--- config.mk ---
export PLATFORM = sky130hd
export DESIGN_NAME = snake_object_gen_flat
export DESIGN_NICKNAME = d
export VERILOG_FILES = /design/src/rtl/snake_object_gen_if.sv /design/src/rtl/snake_object_gen.sv /design/src/flat_wrapper.sv
export SDC_FILE = /design/constraint.sdc
export NUM_CORES = 1
export LEC_CHECK = 0
export ABC_AREA = 1
export BUFFER_PORTS_ARGS = -buffer_cell sky130_fd_sc_hd__clkbuf_2
export CAP_MARGIN = 10
export CORE_MARGIN = 2
export CORE_UTILIZATION = 45
export CTS_CLUSTER_SIZE = 12
export DETAILED_ROUTE_END_ITERATION = 12
export PLACE_DENSITY = 0.58
export REMOVE_ABC_BUFFERS = 1
export SKIP_LAST_GASP = 1
export SYNTH_ARGS = -nofsm -noshare
export SYNTH_HDL_FRONTEND = slang
export SYNTH_SLANG_ARGS = --single-unit
--- constraint.sdc ---
create_clock -name Clk_25mhz -period 15.35 [get_ports Clk_25mhz]
set_clock_uncertainty 0.2 [all_clocks]
set_input_delay 0 -clock Clk_25mhz [delete_from_list [all_inputs] [get_ports Clk_25mhz]]
set_output_delay 0 -clock Clk_25mhz [all_outputs]
set_load 0.01 [all_outputs]
--- src/rtl/snake_object_gen_if.sv ---
// Snake game-state bus: control/pixel requests in,
// object class and game status out.
interface snake_object_gen_if;
  logic       Start;
  logic       Move_tick;
  logic [1:0] Dir;
  logic       Grow;
  logic [9:0] Pixel_x;
  logic [9:0] Pixel_y;
  logic [1:0] Object;
  logic [5:0] Head_x;
  logic [4:0] Head_y;
  logic [5:0] Length;
  logic       Game_over;

  modport master (
    output Start, Move_tick, Dir, Grow,
    output Pixel_x, Pixel_y,
    input  Object, Head_x, Head_y,
    input  Length, Game_over
  );

  modport slave (
    input  Start, Move_tick, Dir, Grow,
    input  Pixel_x, Pixel_y,
    output Object, Head_x, Head_y,
    output Length, Game_over
  );
endinterface

--- src/rtl/snake_object_gen.sv ---
// Snake game state on a cell grid plus per-pixel
// object classification for the VGA stage.
module snake_object_gen #(
  parameter int MAX_LEN  = 16,
  parameter int INIT_LEN = 3,
  parameter int GRID_W   = 40,
  parameter int GRID_H   = 30
) (
  input  logic Clk_25mhz,
  input  logic Rst,
  snake_object_gen_if.slave bus
);

  typedef enum logic [1:0] {
    S_IDLE,
    S_RUN,
    S_DEAD
  } state_t;

  state_t     state_q, state_n;
  logic [5:0] seg_x [MAX_LEN];
  logic [4:0] seg_y [MAX_LEN];
  logic [5:0] len_q;
  logic [1:0] dir_q;
  logic       gp_q;
  logic [1:0] obj_q, obj_n;

  logic [1:0] nd;
  logic [5:0] cx;
  logic [4:0] cy;
  logic       rev, wall, self_hit;
  logic       grow_eff, move_ok;

  logic [5:0] px;
  logic [5:0] py;
  logic       vis, h_hit, b_hit, w_hit;

  // Game state register
  always_ff @(posedge Clk_25mhz or posedge Rst) begin
    if (Rst) state_q <= S_IDLE;
    else     state_q <= state_n;
  end

  // Candidate head, collisions and next state
  always_comb begin
    state_n  = state_q;
    move_ok  = 1'b0;
    self_hit = 1'b0;
    rev = (bus.Dir[1] == dir_q[1]) &&
          (bus.Dir[0] != dir_q[0]);
    nd  = rev ? dir_q : bus.Dir;
    cx  = seg_x[0];
    cy  = seg_y[0];
    case (nd)
      2'b00:   cy = seg_y[0] - 5'd1;
      2'b01:   cy = seg_y[0] + 5'd1;
      2'b10:   cx = seg_x[0] - 6'd1;
      default: cx = seg_x[0] + 6'd1;
    endcase
    wall = (cx == 6'd0) ||
           (cx == 6'(GRID_W - 1)) ||
           (cy == 5'd0) ||
           (cy == 5'(GRID_H - 1));
    grow_eff = (gp_q | bus.Grow) &&
               (len_q < 6'(MAX_LEN));
    // Tail cell is vacated unless we grow
    for (int k = 1; k < MAX_LEN; k++) begin
      if (((k + 2 <= int'(len_q)) ||
           (grow_eff && (k + 1 == int'(len_q)))) &&
          seg_x[k] == cx && seg_y[k] == cy)
        self_hit = 1'b1;
    end
    case (state_q)
      S_IDLE: if (bus.Start) state_n = S_RUN;
      S_RUN: begin
        if (bus.Move_tick) begin
          if (wall || self_hit) state_n = S_DEAD;
          else                  move_ok = 1'b1;
        end
      end
      default: state_n = state_q;
    endcase
  end

  // Segments, length, direction and pending grow
  always_ff @(posedge Clk_25mhz or posedge Rst) begin
    if (Rst) begin
      for (int k = 0; k < MAX_LEN; k++) begin
        if (k < INIT_LEN) begin
          seg_x[k] <= 6'(20 - k);
          seg_y[k] <= 5'd15;
        end else begin
          seg_x[k] <= '0;
          seg_y[k] <= '0;
        end
      end
      len_q <= 6'(INIT_LEN);
      dir_q <= 2'b11;
      gp_q  <= 1'b0;
    end else begin
      if (state_q == S_RUN) begin
        if (bus.Move_tick) gp_q <= 1'b0;
        else if (bus.Grow) gp_q <= 1'b1;
      end
      if (move_ok) begin
        for (int k = MAX_LEN - 1; k > 0; k--) begin
          seg_x[k] <= seg_x[k-1];
          seg_y[k] <= seg_y[k-1];
        end
        seg_x[0] <= cx;
        seg_y[0] <= cy;
        dir_q    <= nd;
        if (grow_eff) len_q <= len_q + 6'd1;
      end
    end
  end

  // Pixel cell classification
  always_comb begin
    px    = bus.Pixel_x[9:4];
    py    = bus.Pixel_y[9:4];
    vis   = (bus.Pixel_x < 10'd640) &&
            (bus.Pixel_y < 10'd480);
    h_hit = (seg_x[0] == px) &&
            ({1'b0, seg_y[0]} == py);
    b_hit = 1'b0;
    for (int k = 1; k < MAX_LEN; k++) begin
      if ((k < int'(len_q)) &&
          seg_x[k] == px &&
          {1'b0, seg_y[k]} == py)
        b_hit = 1'b1;
    end
    w_hit = (px == 6'd0) ||
            (px == 6'(GRID_W - 1)) ||
            (py == 6'd0) ||
            (py == 6'(GRID_H - 1));
    obj_n = 2'b00;
    if (vis) begin
      if (h_hit)      obj_n = 2'b01;
      else if (b_hit) obj_n = 2'b10;
      else if (w_hit) obj_n = 2'b11;
    end
  end

  // Object register, one cycle behind the pixel
  always_ff @(posedge Clk_25mhz or posedge Rst) begin
    if (Rst) obj_q <= 2'b00;
    else     obj_q <= obj_n;
  end

  assign bus.Object    = obj_q;
  assign bus.Head_x    = seg_x[0];
  assign bus.Head_y    = seg_y[0];
  assign bus.Length    = len_q;
  assign bus.Game_over = (state_q == S_DEAD);

endmodule

--- src/flat_wrapper.sv ---
// flat-port wrapper written by rule: the top's interface ports become plain ports
module snake_object_gen_flat 
#(
  parameter int MAX_LEN  = 16,
  parameter int INIT_LEN = 3,
  parameter int GRID_W   = 40,
  parameter int GRID_H   = 30
)
  (Clk_25mhz, Rst, bus_Start, bus_Move_tick, bus_Dir, bus_Grow, bus_Pixel_x, bus_Pixel_y, bus_Object, bus_Head_x, bus_Head_y, bus_Length, bus_Game_over);
  snake_object_gen_if bus_i ();
  input  logic Clk_25mhz;
  input  logic Rst;
  input wire logic [$bits(bus_i.Start)-1:0] bus_Start;
  input wire logic [$bits(bus_i.Move_tick)-1:0] bus_Move_tick;
  input wire logic [$bits(bus_i.Dir)-1:0] bus_Dir;
  input wire logic [$bits(bus_i.Grow)-1:0] bus_Grow;
  input wire logic [$bits(bus_i.Pixel_x)-1:0] bus_Pixel_x;
  input wire logic [$bits(bus_i.Pixel_y)-1:0] bus_Pixel_y;
  output wire logic [$bits(bus_i.Object)-1:0] bus_Object;
  output wire logic [$bits(bus_i.Head_x)-1:0] bus_Head_x;
  output wire logic [$bits(bus_i.Head_y)-1:0] bus_Head_y;
  output wire logic [$bits(bus_i.Length)-1:0] bus_Length;
  output wire logic [$bits(bus_i.Game_over)-1:0] bus_Game_over;
  assign bus_i.Start = bus_Start;
  assign bus_i.Move_tick = bus_Move_tick;
  assign bus_i.Dir = bus_Dir;
  assign bus_i.Grow = bus_Grow;
  assign bus_i.Pixel_x = bus_Pixel_x;
  assign bus_i.Pixel_y = bus_Pixel_y;
  assign bus_Object = bus_i.Object;
  assign bus_Head_x = bus_i.Head_x;
  assign bus_Head_y = bus_i.Head_y;
  assign bus_Length = bus_i.Length;
  assign bus_Game_over = bus_i.Game_over;
  snake_object_gen #(.MAX_LEN(MAX_LEN), .INIT_LEN(INIT_LEN), .GRID_W(GRID_W), .GRID_H(GRID_H)) u_core (.Clk_25mhz(Clk_25mhz), .Rst(Rst), .bus(bus_i));
endmodule
=== Yosys cells after proc, flatten, opt, wreduce, memory -nomap -nowiden ===
Index checks and enable logic that the tools add are counted.

* Magnitude comparators: 33
* Muxes and demuxes: 46
* Eq/ne operators: 90
* $mul: 0
* Shift operators: 0
* Reductions and logical operators: 113
* Add/subtract/negate cells: 5
* Divide/modulo/power cells: 0
* Bitwise operators: 1

{| class="wikitable"
|+ Operator list
! kind !! count
|-
| == test 6 bit || 31
|-
| == test 5 x 6 -> 1 bit || 16
|-
| logical AND 1 bit || 79
|-
| == test 5 bit || 15
|-
| == test 5 x 6 -> 1 bit (first input constant) || 8
|-
| <= comparator 4 x 6 -> 1 bit (first input constant) || 8
|-
| < comparator 4 x 6 -> 1 bit (first input constant) || 8
|-
| 2-to-1 mux 1 bit || 35
|-
| == test 4 x 6 -> 1 bit (first input constant) || 4
|-
| <= comparator 3 x 6 -> 1 bit (first input constant) || 4
|-
| < comparator 3 x 6 -> 1 bit (first input constant) || 4
|-
| logical OR 1 bit || 22
|-
| logical NOT 6 bit || 3
|-
| 2-to-1 mux 2 bit || 8
|-
| adder 6 x 1 -> 6 bit (second input constant) || 2
|-
| == test 3 x 6 -> 1 bit (first input constant) || 2
|-
| == test 6 bit (second input constant) || 2
|-
| <= comparator 5 x 6 -> 1 bit (first input constant) || 2
|-
| < comparator 2 x 6 -> 1 bit (first input constant) || 2
|-
| one-hot mux 6 bit (2 select lines) || 1
|-
| < comparator 10 bit (second input constant) || 1
|-
| < comparator 10 x 9 -> 1 bit (second input constant) || 1
|-
| one-hot mux 5 bit (2 select lines) || 1
|-
| == test 6 x 5 -> 1 bit (second input constant) || 1
|-
| other kinds (22) || 28
|}

* Memories kept: 0
* Bits in registers: 189
* Logic and storage cells: 325
* Latch bits: 0
* Input port bits: 27
* Bits in read-only memories: 0
* Bits in writable memories: 0
* Output and inout port bits: 20

=== Longest topological paths before layout ===
Gate-level depths: netlist of the first run.

* Depth in word-level cells: 29
* Mapped depth: 35
* Depth with buffers taken out: 31

=== Least setup slack after synthesis of the first run ===
Ideal clock, no wire load.

* Kind: flip-flop to flip-flop
* Start: register u_core.dir_q[1]
* End: register u_core.seg_x (netlist bit u_core.bus.Head_x[1])
* Period minus slack after synthesis: 3919 ps
* Data arrival time: 3592 ps
* Setup time: 127 ps
* Data required time: 15023 ps
* Buffers on the path: 3
* Slack: 11431 ps
* Stages on the path, launching flop included: 32
* Cells stage by stage: dfstp_2 inv_2 nand2_2 nand2_2 nand2_2 nand2_4 nor2_1 inv_1 ha_1 a21oi_1 nand2_1 nand2_1 nand3_1 nand2_1 clkbuf_1 nand2_1 nand3_1 nor2_1 nand2_1 nor2_1 nand3_1 nor2_1 nand2_1 nand2_1 nor2_2 nand3_1 nor2_2 nand2_4 buf_6 buf_2 nand2_1 o21ai_1

* Word-level cells in the longest chain between the ends: 28
* Elaborated cells on any way between the ends: 95
* Those cells by class: 35 x eq/ne; 21 x mux; 39 x reduce/logical

{| class="wikitable"
|+ Ends and longest elaborated chain
! what !! RTL line !! RTL
|-
| start, declared || snake_object_gen.sv:24 || <nowiki>logic [1:0] dir_q;</nowiki>
|-
| start signal, assigned || snake_object_gen.sv:112 || <nowiki>dir_q <= nd;</nowiki>
|-
| == test 1 bit || snake_object_gen.sv:49 || <nowiki>rev = (bus.Dir[1] == dir_q[1]) &&</nowiki>
|-
| logical AND 1 bit || snake_object_gen.sv:49 ||
|-
| 2-to-1 mux 2 bit * || snake_object_gen.sv:51 || <nowiki>nd = rev ? dir_q : bus.Dir;</nowiki>
|-
| == test 2 x 1 -> 1 bit / logical NOT 2 bit (equally long branches) || snake_object_gen.sv:54 || <nowiki>case (nd)</nowiki>
|-
| OR reduction 2 bit (no source line) || - ||
|-
| one-hot mux 6 bit (2 select lines) || snake_object_gen.sv:54 ||
|-
| == test 6 bit || snake_object_gen.sv:70 || <nowiki>seg_x[k] == cx && seg_y[k] == cy)</nowiki>
|-
| logical AND 1 bit || snake_object_gen.sv:69 || <nowiki>(grow_eff && (k + 1 == int'(len_q)))) &&</nowiki>
|-
| logical AND 1 bit || snake_object_gen.sv:70 ||
|-
| 2-to-1 mux 1 bit (15 in a row) || snake_object_gen.sv:68 || <nowiki>if (((k + 2 <= int'(len_q)) ||</nowiki>
|-
| logical OR 1 bit || snake_object_gen.sv:77 || <nowiki>if (wall || self_hit) state_n = S_DEAD;</nowiki>
|-
| 2-to-1 mux 1 bit || snake_object_gen.sv:77 ||
|-
| 2-to-1 mux 1 bit || snake_object_gen.sv:76 || <nowiki>if (bus.Move_tick) begin</nowiki>
|-
| 2-to-1 mux 1 bit || snake_object_gen.sv:73 || <nowiki>case (state_q)</nowiki>
|-
| end signal, assigned by index || snake_object_gen.sv:90 || <nowiki>seg_x[k] <= 6'(20 - k);</nowiki>
|-
| end signal, assigned by index || snake_object_gen.sv:107 || <nowiki>seg_x[k] <= seg_x[k-1];</nowiki>
|-
| end, declared || snake_object_gen.sv:21 || <nowiki>logic [5:0] seg_x [MAX_LEN];</nowiki>
|}

Mark *: on every way between the ends. The rest lies on a longest branch, timed or not.
A chain may end at the register's enable or synchronous reset.

=== Worst setup path in the final report of the first run ===
* Start: register u_core.dir_q[1]
* End: register u_core.seg_y[19] (netlist name)

* Word-level cells in the longest chain between the ends: 28
* Elaborated cells on any way between the ends: 95
* Those cells by class: 35 x eq/ne; 21 x mux; 39 x reduce/logical

{| class="wikitable"
|+ Ends and longest elaborated chain
! what !! RTL line !! RTL
|-
| == test 1 bit || snake_object_gen.sv:49 ||
|-
| logical AND 1 bit || snake_object_gen.sv:49 ||
|-
| 2-to-1 mux 2 bit * || snake_object_gen.sv:51 ||
|-
| == test 2 x 1 -> 1 bit / logical NOT 2 bit (equally long branches) || snake_object_gen.sv:54 ||
|-
| OR reduction 2 bit (no source line) || - ||
|-
| one-hot mux 6 bit (2 select lines) || snake_object_gen.sv:54 ||
|-
| == test 6 bit || snake_object_gen.sv:70 ||
|-
| logical AND 1 bit || snake_object_gen.sv:69 ||
|-
| logical AND 1 bit || snake_object_gen.sv:70 ||
|-
| 2-to-1 mux 1 bit (15 in a row) || snake_object_gen.sv:68 ||
|-
| logical OR 1 bit * || snake_object_gen.sv:77 ||
|-
| 2-to-1 mux 1 bit * || snake_object_gen.sv:77 ||
|-
| 2-to-1 mux 1 bit * || snake_object_gen.sv:76 ||
|-
| 2-to-1 mux 1 bit * || snake_object_gen.sv:73 ||
|-
| end signal, assigned by index || snake_object_gen.sv:108 || <nowiki>seg_y[k] <= seg_y[k-1];</nowiki>
|-
| end, declared || snake_object_gen.sv:22 || <nowiki>logic [4:0] seg_y [MAX_LEN];</nowiki>
|}

Marks and branches as above.

==> flow_summary.yaml, run 1 <==
cells_and_area:
  antenna_cells: 0
  num-fill-cells: 3049
  drive_gt1_share_pct: 8.50
  area_growth_pct: 5.92
  final_util_pct: 48.3
  fin_area_um2: 14300
  nNetsFinal: 1941
yosys:
  yosysTopAreaCell: "dfrtp_1"
  syn-cell-area_um2: 13500
  ys_warn_count: 0
  synth.area.top_cells: "dfrtp_1 (31%), nand2_1 (18%), inv_1 (5.7%), xor2_1 (5.6%), nand3_1 (5.6%)"
  syn_inst: 1939
  synth_edf_count: 0
  synth_cell_type_count: 51
  ys_ff_latch: 189
  yosysSeqAreaShare_pct: 35.3
  yosysTopAreaCellShare_pct: 30.8
  synthArstFlopShare_pct: 100
  syn_avg_cell_area_um2: 6.95
  synth_flop_cell: "dfrtp_1"
clock_network:
  cts_tree: "built"
  clock-sinks: 189
  clk_pin_slew_ns: 0.07
  root_buffer: "clkbuf_16"
  clock_latency_ns: 0.46
  cts_buffers: 17
  postCtsSetupRepairBufs: 0
  h-tree-depth: 4
  cts.repair.resized: 0
  cts.path.max_buffers: 2
  postCtsHoldBufs: 4
route:
  via_per_inst: 5.65
  antenna_left: 0
  avgRoutedWirePerCell_um: 20.1
  drt_iter0_markers: 1154
  routed_wl_mm: 46.4
  route.detailed.drc: 0
  first_pass_iters: 6
  routed-via-count: 13046
grt:
  busiest_layer: "met2"
  grt_antenna_before_repair: 0
  grt.total_usage_pct: 30.4
  grt_use_met2_pct: 49.9
  use_met3_pct: 4.42
  grt_overflow: 0
  met1_usage_pct: 39.6
  grt_pass1_vias: 12257
  grt_max_degree: 146
  grt_pass1_wl_mm: 71.8
timing:
  clock.fmax_ghz: 0.141
  tns_ns: 0
  setup_viol: 0
  tightest_slew_ns: 1.12
  fin_crit_ns: 7.11
  slew_viol_final: 0
  finalCritPeriodShare_pct: 46.3
  finalHoldViolCount: 0
  relSlewSlack_pct: 25.3
  grt_setup_unrepaired: "false"
  fin_hold_ws_ns: 0.0405
worst_setup_path:
  critPathKind: "reg -> reg"
  crit_required_ns: 15.45
  crit_top_cell: "nor2_1"
  reg2reg_setup_slack_ns: 8.24
  start_kind: "flop"
  slowest_delay_ns: 0.91
  crit_slowest_cell: "buf_4"
  crit_path_max_fanout: 145
  arrival_ns: 7.21
  end_kind: "flop"
pwr:
  ir_drop_mv: 0.0763
  seqPwrFrac_pct: 41.8
  p_int_uw: 880
  pwr-share-comb_pct: 21.9
  pwr-share-clk_pct: 36.3
  p_leak_uw: 0.00713
  p_per_area_nw_per_um2: 94.1
  switching_share_pct: 34.4
  p_switching_uw: 462
floorplan:
  die_area_um2: 31300
  initial_core_util_pct: 45.6
  fp.dieW_um: 177
  die_h_um: 177
  rows: 63
  coreArea_um2: 29600
  io_pins: 47
placed_design:
  io_buffers: 38
  gp_congestion: 0.927
  placed_cell_area_um2: 13600
  hpwl_mm: 32.1
hold_path:
  min_path_type: "in -> reg"
outcome:
  status: "finished clean"
run:
  maxCapViolCount: 0
[worst max-delay path: cells and delay by family (launching register included)]
kind | cells | cell delay [ns]
simple gates | 22 | 3.40
compound gates | 1 | 0.17
flops | 1 | 0.58
buf+inv | 6 | 2.08
fa+ha+maj | 1 | 0.36
[logic make-up after synthesis]
| family | count (synthesis) | share of synthesized area [%] |
|---|---|---|
| fa+ha+maj | 9 | 0.892 |
| xor+xnor | 109 | 7.09 |
| buf+inv | 324 | 11.0 |
| simple gates | 992 | 31.0 |
| flops | 189 | 35.3 |
| compound gates | 316 | 14.7 |
[path summary, 6_finish.rpt]
check,startpoint,to,cells after the start
min in group asynchronous,Rst,u_core.seg_y[2],3
max in group asynchronous,Rst,u_core.seg_x[72],4
hold / removal,bus_Move_tick,u_core.state_q[1],6
setup / recovery,u_core.dir_q[1],u_core.seg_y[19],30
setup reg to reg,u_core.dir_q[1],u_core.seg_y[19],30
hold reg to reg,u_core.seg_x[6],u_core.seg_x[6],2
[cell usage in the layout, fill, tap and decap left out, types with 3 or more instances in the layout]
master	netlist	layout
dfrtp_1	166	166
clkbuf_16	0	17
a31oi_1	5	5
o2111ai_1	21	21
nor2_1	131	130
o21ai_1	86	86
buf_4	13	13
nand2_1	632	632
clkinv_4	0	5
dfstp_2	23	23
inv_1	206	205
xor2_1	86	86
a21oi_1	27	27
inv_6	1	3
nor4_1	11	11
nand2_2	10	10
ha_1	8	8
xnor2_1	23	23
bufinv_16	0	3
o21ai_0	62	62
o22ai_1	45	45
dlygate4sd3_1	0	4
clkinvlp_4	0	3
clkbuf_2	0	38
o21ai_2	26	26
a211oi_1	6	6
nand2_4	7	6
a221oi_1	25	25
nor3_1	14	14
clkinv_1	6	6
nand3_1	150	150
nand4_1	21	21
nand3b_1	5	5
[routing by layer]
metal | vias to the layer above | routed length, um
li1 | 6234 | -
met5 | - | 0
met2 | 489 | 22000
met1 | 6208 | 19700
met3 | 115 | 2810
met4 | 0 | 1960
[per-stage QoR]
| step | setup WS [ns] | instances | total power (uW) |
|---|---|---|---|
| finish | 8.24 | 2308 | 1340 |
| global route | 7.70 | 2308 | 1400 |
| CTS | 8.26 | 2308 | 1340 |
| detailed placement | 8.07 | 2272 | 859 |
| global placement | 8.15 | 2272 | 855 |
| floorplan | 9.40 | 1831 | 752 |
[power groups by stage]
stage	combinational (uW)	clock [uW]	sequential [uW]
global route	327	513	564
global placement	286	0	568
CTS	291	491	560
floorplan	192	0	560
finish	294	487	561
detailed placement	290	0	569
[state kept, by name, indices dropped and copies added, names as in the netlist]
name	count
u_core.bus.Length	6
u_core.bus.Head_x	6
u_core.bus.Head_y	5
u_core.gp_q	1
u_core.dir_q	2
u_core.seg_x	90
u_core.seg_y	75
u_core.bus.Object	2
u_core.state_q	2
[area by class of cell]
class | count | area (um2) | area share (%)
sequential | 189 | 4760 | 33.4
multi-input combinational | 1426 | 7240 | 50.8
clock inverter | 14 | 185 | 1.30
clock buffer | 18 | 439 | 3.08
timing repair buffer | 55 | 328 | 2.30
inverter | 216 | 826 | 5.79
tap | 390 | 488 | 3.42
[cell usage after synthesis, types with 2 or more instances]
cell type	number
nor4_1	11
nand3_2	2
nand3_1	150
ha_1	8
nand3_4	2
nor3_1	14
or4_1	2
a221o_1	2
buf_6	24
nand2_4	7
o21ai_2	26
nor2_2	2
o2111ai_1	21
o221ai_1	2
nand2_1	632
nand3b_1	5
nand4_1	21
dfstp_2	23
buf_2	26
a221oi_1	25
clkinv_1	6
xor2_1	86
clkbuf_1	39
a2111oi_0	2
buf_4	13
a21oi_1	27
buf_1	6
o22ai_1	45
inv_2	2
xnor2_1	23
o21ai_0	62
nor2_1	131
o21ai_1	86
a211oi_1	6
nand2_2	10
dfrtp_1	166
a31oi_1	5
inv_1	206
No activity file was read; power rests on OpenSTA's default activity.
==> inputs of run 2 (changes only) <==
--- a/config.mk
+++ b/config.mk
@@ -12,7 +12,7 @@
 export CORE_UTILIZATION = 45
 export CTS_CLUSTER_SIZE = 12
 export DETAILED_ROUTE_END_ITERATION = 12
-export PLACE_DENSITY = 0.58
+export PLACE_DENSITY = 0.6
 export REMOVE_ABC_BUFFERS = 1
 export SKIP_LAST_GASP = 1
 export SYNTH_ARGS = -nofsm -noshare
==> constraint.sdc (replaced) <==
create_clock -name Clk_25mhz -period 5.8 [get_ports Clk_25mhz]
set_clock_uncertainty 0.2 [all_clocks]
set_input_delay 0 -clock Clk_25mhz [delete_from_list [all_inputs] [get_ports Clk_25mhz]]
set_output_delay 0 -clock Clk_25mhz [all_outputs]
set_load 0.01 [all_outputs]
==> run 2 against run 1 <==
  * Wire length is 0.68% higher
  * Hold slack worse by 0.0044 ns
  * Final cell count is 0.82% higher
  * Critical path depth is 1 higher
  * Worst setup slack worse by 7.9 ns
  * Combinational power grew to 2.7 times the previous value
  * Via count is 1.8% higher
  * Critical endpoint is now u_core.seg_x[72]
  * Largest power group unchanged
==> flow_summary.yaml, run 2 (synthesized netlist as in run 1, its figures left out) <==
outcome:
  status: "finished clean"
worst_setup_path:
  slowest_delay_ns: 0.58
  cp-endpoint: "u_core.seg_x[72]"
  critPathKind: "reg -> reg"
  startpoint: "u_core.dir_q[1]"
  r2r-start: "u_core.dir_q[1]"
  crit_path_max_fanout: 46
  crit_required_ns: 5.93
  crit_slowest_cell: "dfstp_2"
  end_kind: "flop"
  reg2reg_depth: 31
  arrival_ns: 5.61
  start_kind: "flop"
  reg2reg_setup_slack_ns: 0.32
  r2r_end: "u_core.seg_x[72]"
cells_and_area:
  final_util_pct: 49.2
  num-fill-cells: 3074
  layout_commonest_cell: "nand2_1"
  drive_gt1_share_pct: 9.40
  area_growth_pct: 7.96
  final_cell_mix: "nand2_1 (629), inv_1 (205), dfrtp_1 (166)"
  nNetsFinal: 1960
  top_regs: "u_core.seg_x (90), u_core.seg_y (75)"
  antenna_cells: 0
  largest_register: "u_core.seg_x"
  largest_register_ffs: 90
grt:
  grt.total_usage_pct: 30.2
  grt_max_degree: 118
  grt_pass1_vias: 12431
  grt_overflow: 0
  grt_pass1_wl_mm: 71.9
  grt_antenna_before_repair: 0
timing:
  tns_ns: 0
  finalCritPeriodShare_pct: 94.5
  setup_viol: 0
  fin_hold_ws_ns: 0.0361
  worst_slack_ns: 0.317
  slew_viol_final: 0
  clock.fmax_ghz: 0.182
  relSlewSlack_pct: 30.7
  finalHoldViolCount: 0
  tightest_slew_ns: 1.04
  fin_crit_ns: 5.48
  grt_setup_unrepaired: "false"
clock_network:
  cts.path.max_buffers: 2
  clock-sinks: 189
  clk_pin_slew_ns: 0.08
  clock_latency_ns: 0.46
  cts_tree: "built"
  h-tree-depth: 4
  cts_buffers: 17
  root_buffer: "clkbuf_16"
pwr:
  p_switching_uw: 1280
  seqPwrFrac_pct: 41.4
  p_leak_uw: 0.00728
  pwr-share-comb_pct: 22.4
  pwr-share-clk_pct: 36.1
  switching_share_pct: 35.7
  p_int_uw: 2300
  p_per_area_nw_per_um2: 246
  fin_total_pwr_uw: 3580
  ir_drop_mv: 0.201
route:
  route.detailed.drc: 0
  routed_wl_mm: 46.8
  routed-via-count: 13282
  first_pass_iters: 8
  antenna_left: 0
  avgRoutedWirePerCell_um: 20.1
  drt_iter0_markers: 1443
  via_per_inst: 5.71
floorplan:
  fp.dieW_um: 177
  coreArea_um2: 29600
  die_h_um: 177
  rows: 63
  io_pins: 47
  die_area_um2: 31300
  initial_core_util_pct: 45.6
run:
  maxCapViolCount: 0
placed_design:
  gp_congestion: 0.948
  hpwl_mm: 32.8
  io_buffers: 38
  post-place-ws_ns: 0.720
hold_path:
  min_path_type: "in -> reg"
[run 2: layout make-up]
cell class,instances,area (um2),area share (%)
clock buffers,17,425,2.93
repair buffers,71,541,3.72
flip-flops and latches,189,4760,32.7
inverters,216,826,5.68
clock inverters,15,193,1.33
multi-input cells,1429,7310,50.3
well taps,390,488,3.36
[run 2: metal layers]
layer  vias up  wire length (um)  track usage, %
li1       6287                 -               -
met2       543             22100            50.1
met5         -                 0               0
met3       113              2970            4.34
met4         0              1960            13.5
met1      6339             19700            39.2
[run 2: power by group through the flow]
stage | Combinational [uW] | Sequential (uW) | Clock, uW
2_1_floorplan | 508 | 1480 | 0
3_3_place_gp | 761 | 1500 | 0
3_5_place_dp | 773 | 1510 | 0
4_1_cts | 780 | 1480 | 1310
5_1_grt | 890 | 1490 | 1360
6_report | 803 | 1480 | 1300
[run 2: repair_timing]
action	in CTS	in global routing
setup endpoints to repair	0	168
gates resized for setup	0	12
hold buffers	7	0
buffers inserted	0	1
endpoints found under the hold margin	111	0
[run 2: metrics by stage]
stage | area, um2 | std cells
2_1_floorplan | 12800 | 1831
3_3_place_gp | 13800 | 2284
3_5_place_dp | 13800 | 2284
4_1_cts | 14400 | 2323
5_1_grt | 14500 | 2327
6_report | 14500 | 2327
[run 2: worst max-delay path: cells and delay by family (launching register included)]
family / cells / cell delay [ns]
buf+inv: 4 / 1.01
xor+xnor: 1 / 0.18
flops: 1 / 0.58
fa+ha+maj: 1 / 0.35
simple gates: 24 / 2.89
compound gates: 1 / 0.06
[run 2: how the worst min path moves through the flow]
stage                             start           endpoint  cells past startpoint
after floorplan               bus_Start  u_core.state_q[0]                      2
after global placement              Rst    u_core.seg_y[2]                      2
after detailed placement            Rst    u_core.seg_x[0]                      2
after CTS                 bus_Move_tick  u_core.state_q[1]                      6
after global routing      bus_Move_tick  u_core.state_q[1]                      6
final                     bus_Move_tick  u_core.state_q[1]                      6
==> inputs of run 3 (changes only) <==
--- a/config.mk
+++ b/config.mk
@@ -9,10 +9,10 @@
 export BUFFER_PORTS_ARGS = -buffer_cell sky130_fd_sc_hd__clkbuf_2
 export CAP_MARGIN = 10
 export CORE_MARGIN = 2
-export CORE_UTILIZATION = 45
+export CORE_UTILIZATION = 55
 export CTS_CLUSTER_SIZE = 12
 export DETAILED_ROUTE_END_ITERATION = 12
-export PLACE_DENSITY = 0.6
+export PLACE_DENSITY = 0.72
 export REMOVE_ABC_BUFFERS = 1
 export SKIP_LAST_GASP = 1
 export SYNTH_ARGS = -nofsm -noshare
==> run 3 against run 2 <==
  * Die area fell by 18%
  * Combinational power down 2%
  * Critical endpoint is now u_core.seg_y[9]
  * Global-route usage increased by 4.1 points
  * First-iteration DRC count is 15% higher
  * Wire length fell by 6.5%
  * Via count grew 1.2%
  * Sequential power is essentially flat
  * Hold slack got worse by 0.011 ns
  * Maximum frequency is 0.87% higher
==> flow_summary.yaml, run 3 (synthesized netlist as in run 1, its figures left out) <==
outcome:
  status: "finished clean"
timing:
  setup_viol: 0
  fin_crit_ns: 5.44
  tns_ns: 0
  slew_viol_final: 0
  fin_hold_ws_ns: 0.0246
  relSlewSlack_pct: 36.1
  tightest_slew_ns: 0.958
  finalHoldViolCount: 0
  clock.fmax_ghz: 0.184
  grt_setup_unrepaired: "true"
  worst_slack_ns: 0.364
  finalCritPeriodShare_pct: 93.7
cells_and_area:
  stdcell_count: 2250
  area_growth_pct: 6.28
  drive_gt1_share_pct: 8.88
  antenna_cells: 0
  largest_register_ffs: 90
  top_regs: "u_core.seg_x (90), u_core.seg_y (75)"
  fin_area_um2: 14300
  largest_register: "u_core.seg_x"
  final_cell_mix: "nand2_1 (629), inv_1 (205), dfrtp_1 (166)"
  layout_commonest_cell: "nand2_1"
  nNetsFinal: 1949
worst_setup_path:
  crit_top_cell: "nand2_1"
  arrival_ns: 5.56
  start_kind: "flop"
  r2r-start: "u_core.dir_q[1]"
  crit_required_ns: 5.93
  critPathKind: "reg -> reg"
  slowest_delay_ns: 0.59
  cp-endpoint: "u_core.seg_y[9]"
  crit_slowest_cell: "dlygate4sd3_1"
  reg2reg_setup_slack_ns: 0.36
  r2r_end: "u_core.seg_y[9]"
  reg2reg_depth: 32
  end_kind: "flop"
  startpoint: "u_core.dir_q[1]"
  crit_path_max_fanout: 26
floorplan:
  initial_core_util_pct: 55.7
  fp.dieW_um: 160
  rows: 57
  die_area_um2: 25800
  io_pins: 47
  die_h_um: 160
  coreArea_um2: 24200
grt:
  grt.total_usage_pct: 34.4
  grt_overflow: 0
  grt_max_degree: 129
  grt_pass1_wl_mm: 68.8
  grt_antenna_before_repair: 0
  grt_pass1_vias: 12508
clock_network:
  clock-sinks: 189
  cts_buffers: 17
  cts_tree: "built"
  root_buffer: "clkbuf_16"
  clock_latency_ns: 0.46
  h-tree-depth: 4
  postCtsSetupRepairBufs: 0
  cts.path.max_buffers: 2
  clk_pin_slew_ns: 0.08
run:
  maxCapViolCount: 0
route:
  routed_wl_mm: 43.7
  routed-via-count: 13435
  first_pass_iters: 6
  avgRoutedWirePerCell_um: 19.4
  drt_iter0_markers: 1660
  antenna_left: 0
  via_per_inst: 5.97
  route.detailed.drc: 0
placed_design:
  post-place-ws_ns: 0.931
  io_buffers: 38
  placed_cells: 2210
  gp_congestion: 0.939
  placed_cell_area_um2: 13600
  hpwl_mm: 30.7
pwr:
  p_per_area_nw_per_um2: 245
  ir_drop_mv: 0.149
  p_leak_uw: 0.00719
hold_path:
  min_path_type: "in -> reg"
## run 3: cell type report
type,count,area [um2]
Clock buffer,17,425
Clock inverter,15,175
Fill cell,2311,9860
Inverter,216,826
Multi-Input combinational cell,1427,7270
Sequential cell,189,4760
Tap cell,324,405
Timing Repair Buffer,62,450
## run 3: layer usage
layer	GRT usage [%]	vias to the layer above	share of wire, %
met2	54.8	669	46
met3	5.45	159	8.0
li1	-	6247	-
met4	20.0	0	5.9
met1	44.5	6360	40
met5	0	-	0
## run 3: critical path: cells and delay by family (launching register included)
kind | cells | cell delay, ns
compound gates | 1 | 0.13
buf+inv | 7 | 1.31
flops | 1 | 0.58
fa+ha+maj | 1 | 0.35
simple gates | 23 | 2.67
## run 3: worst min-delay path by stage
stage	start	endpoint	slack, ns	depth (start not counted)
6_report	bus_Move_tick	u_core.state_q[1]	0.02	6
3_3_place_gp	bus_Start	u_core.state_q[0]	0.07	3
2_1_floorplan	bus_Start	u_core.state_q[0]	-0.02	2
5_1_grt	bus_Move_tick	u_core.state_q[1]	0.08	6
4_1_cts	bus_Move_tick	u_core.state_q[1]	0.005	6
3_5_place_dp	Rst	u_core.seg_y[7]	0.08	2
## run 3: repair_timing
| item | CTS | global route |
|---|---|---|
| endpoints found under the hold margin | 110 | 0 |
| setup endpoints to repair | 0 | 169 |
| hold buffers | 7 | 0 |
| gates resized for setup | 0 | 5 |
## run 3: per-stage QoR
step / power, uW / util [%]
after floorplan: 1990 / -
after global placement: 2240 / 56.3
after detailed placement: 2260 / 56.3
after CTS: 3480 / 59.1
after global routing: 3640 / 59.2
final: 3500 / 59.2
## run 3: power breakdown
part           leakage (uW)  total [uW]  switching [uW]  internal (uW)
registers           0.00227        1480            90.0           1390
logic               0.00463         786             543            242
clock network      0.000288        1230             616            618
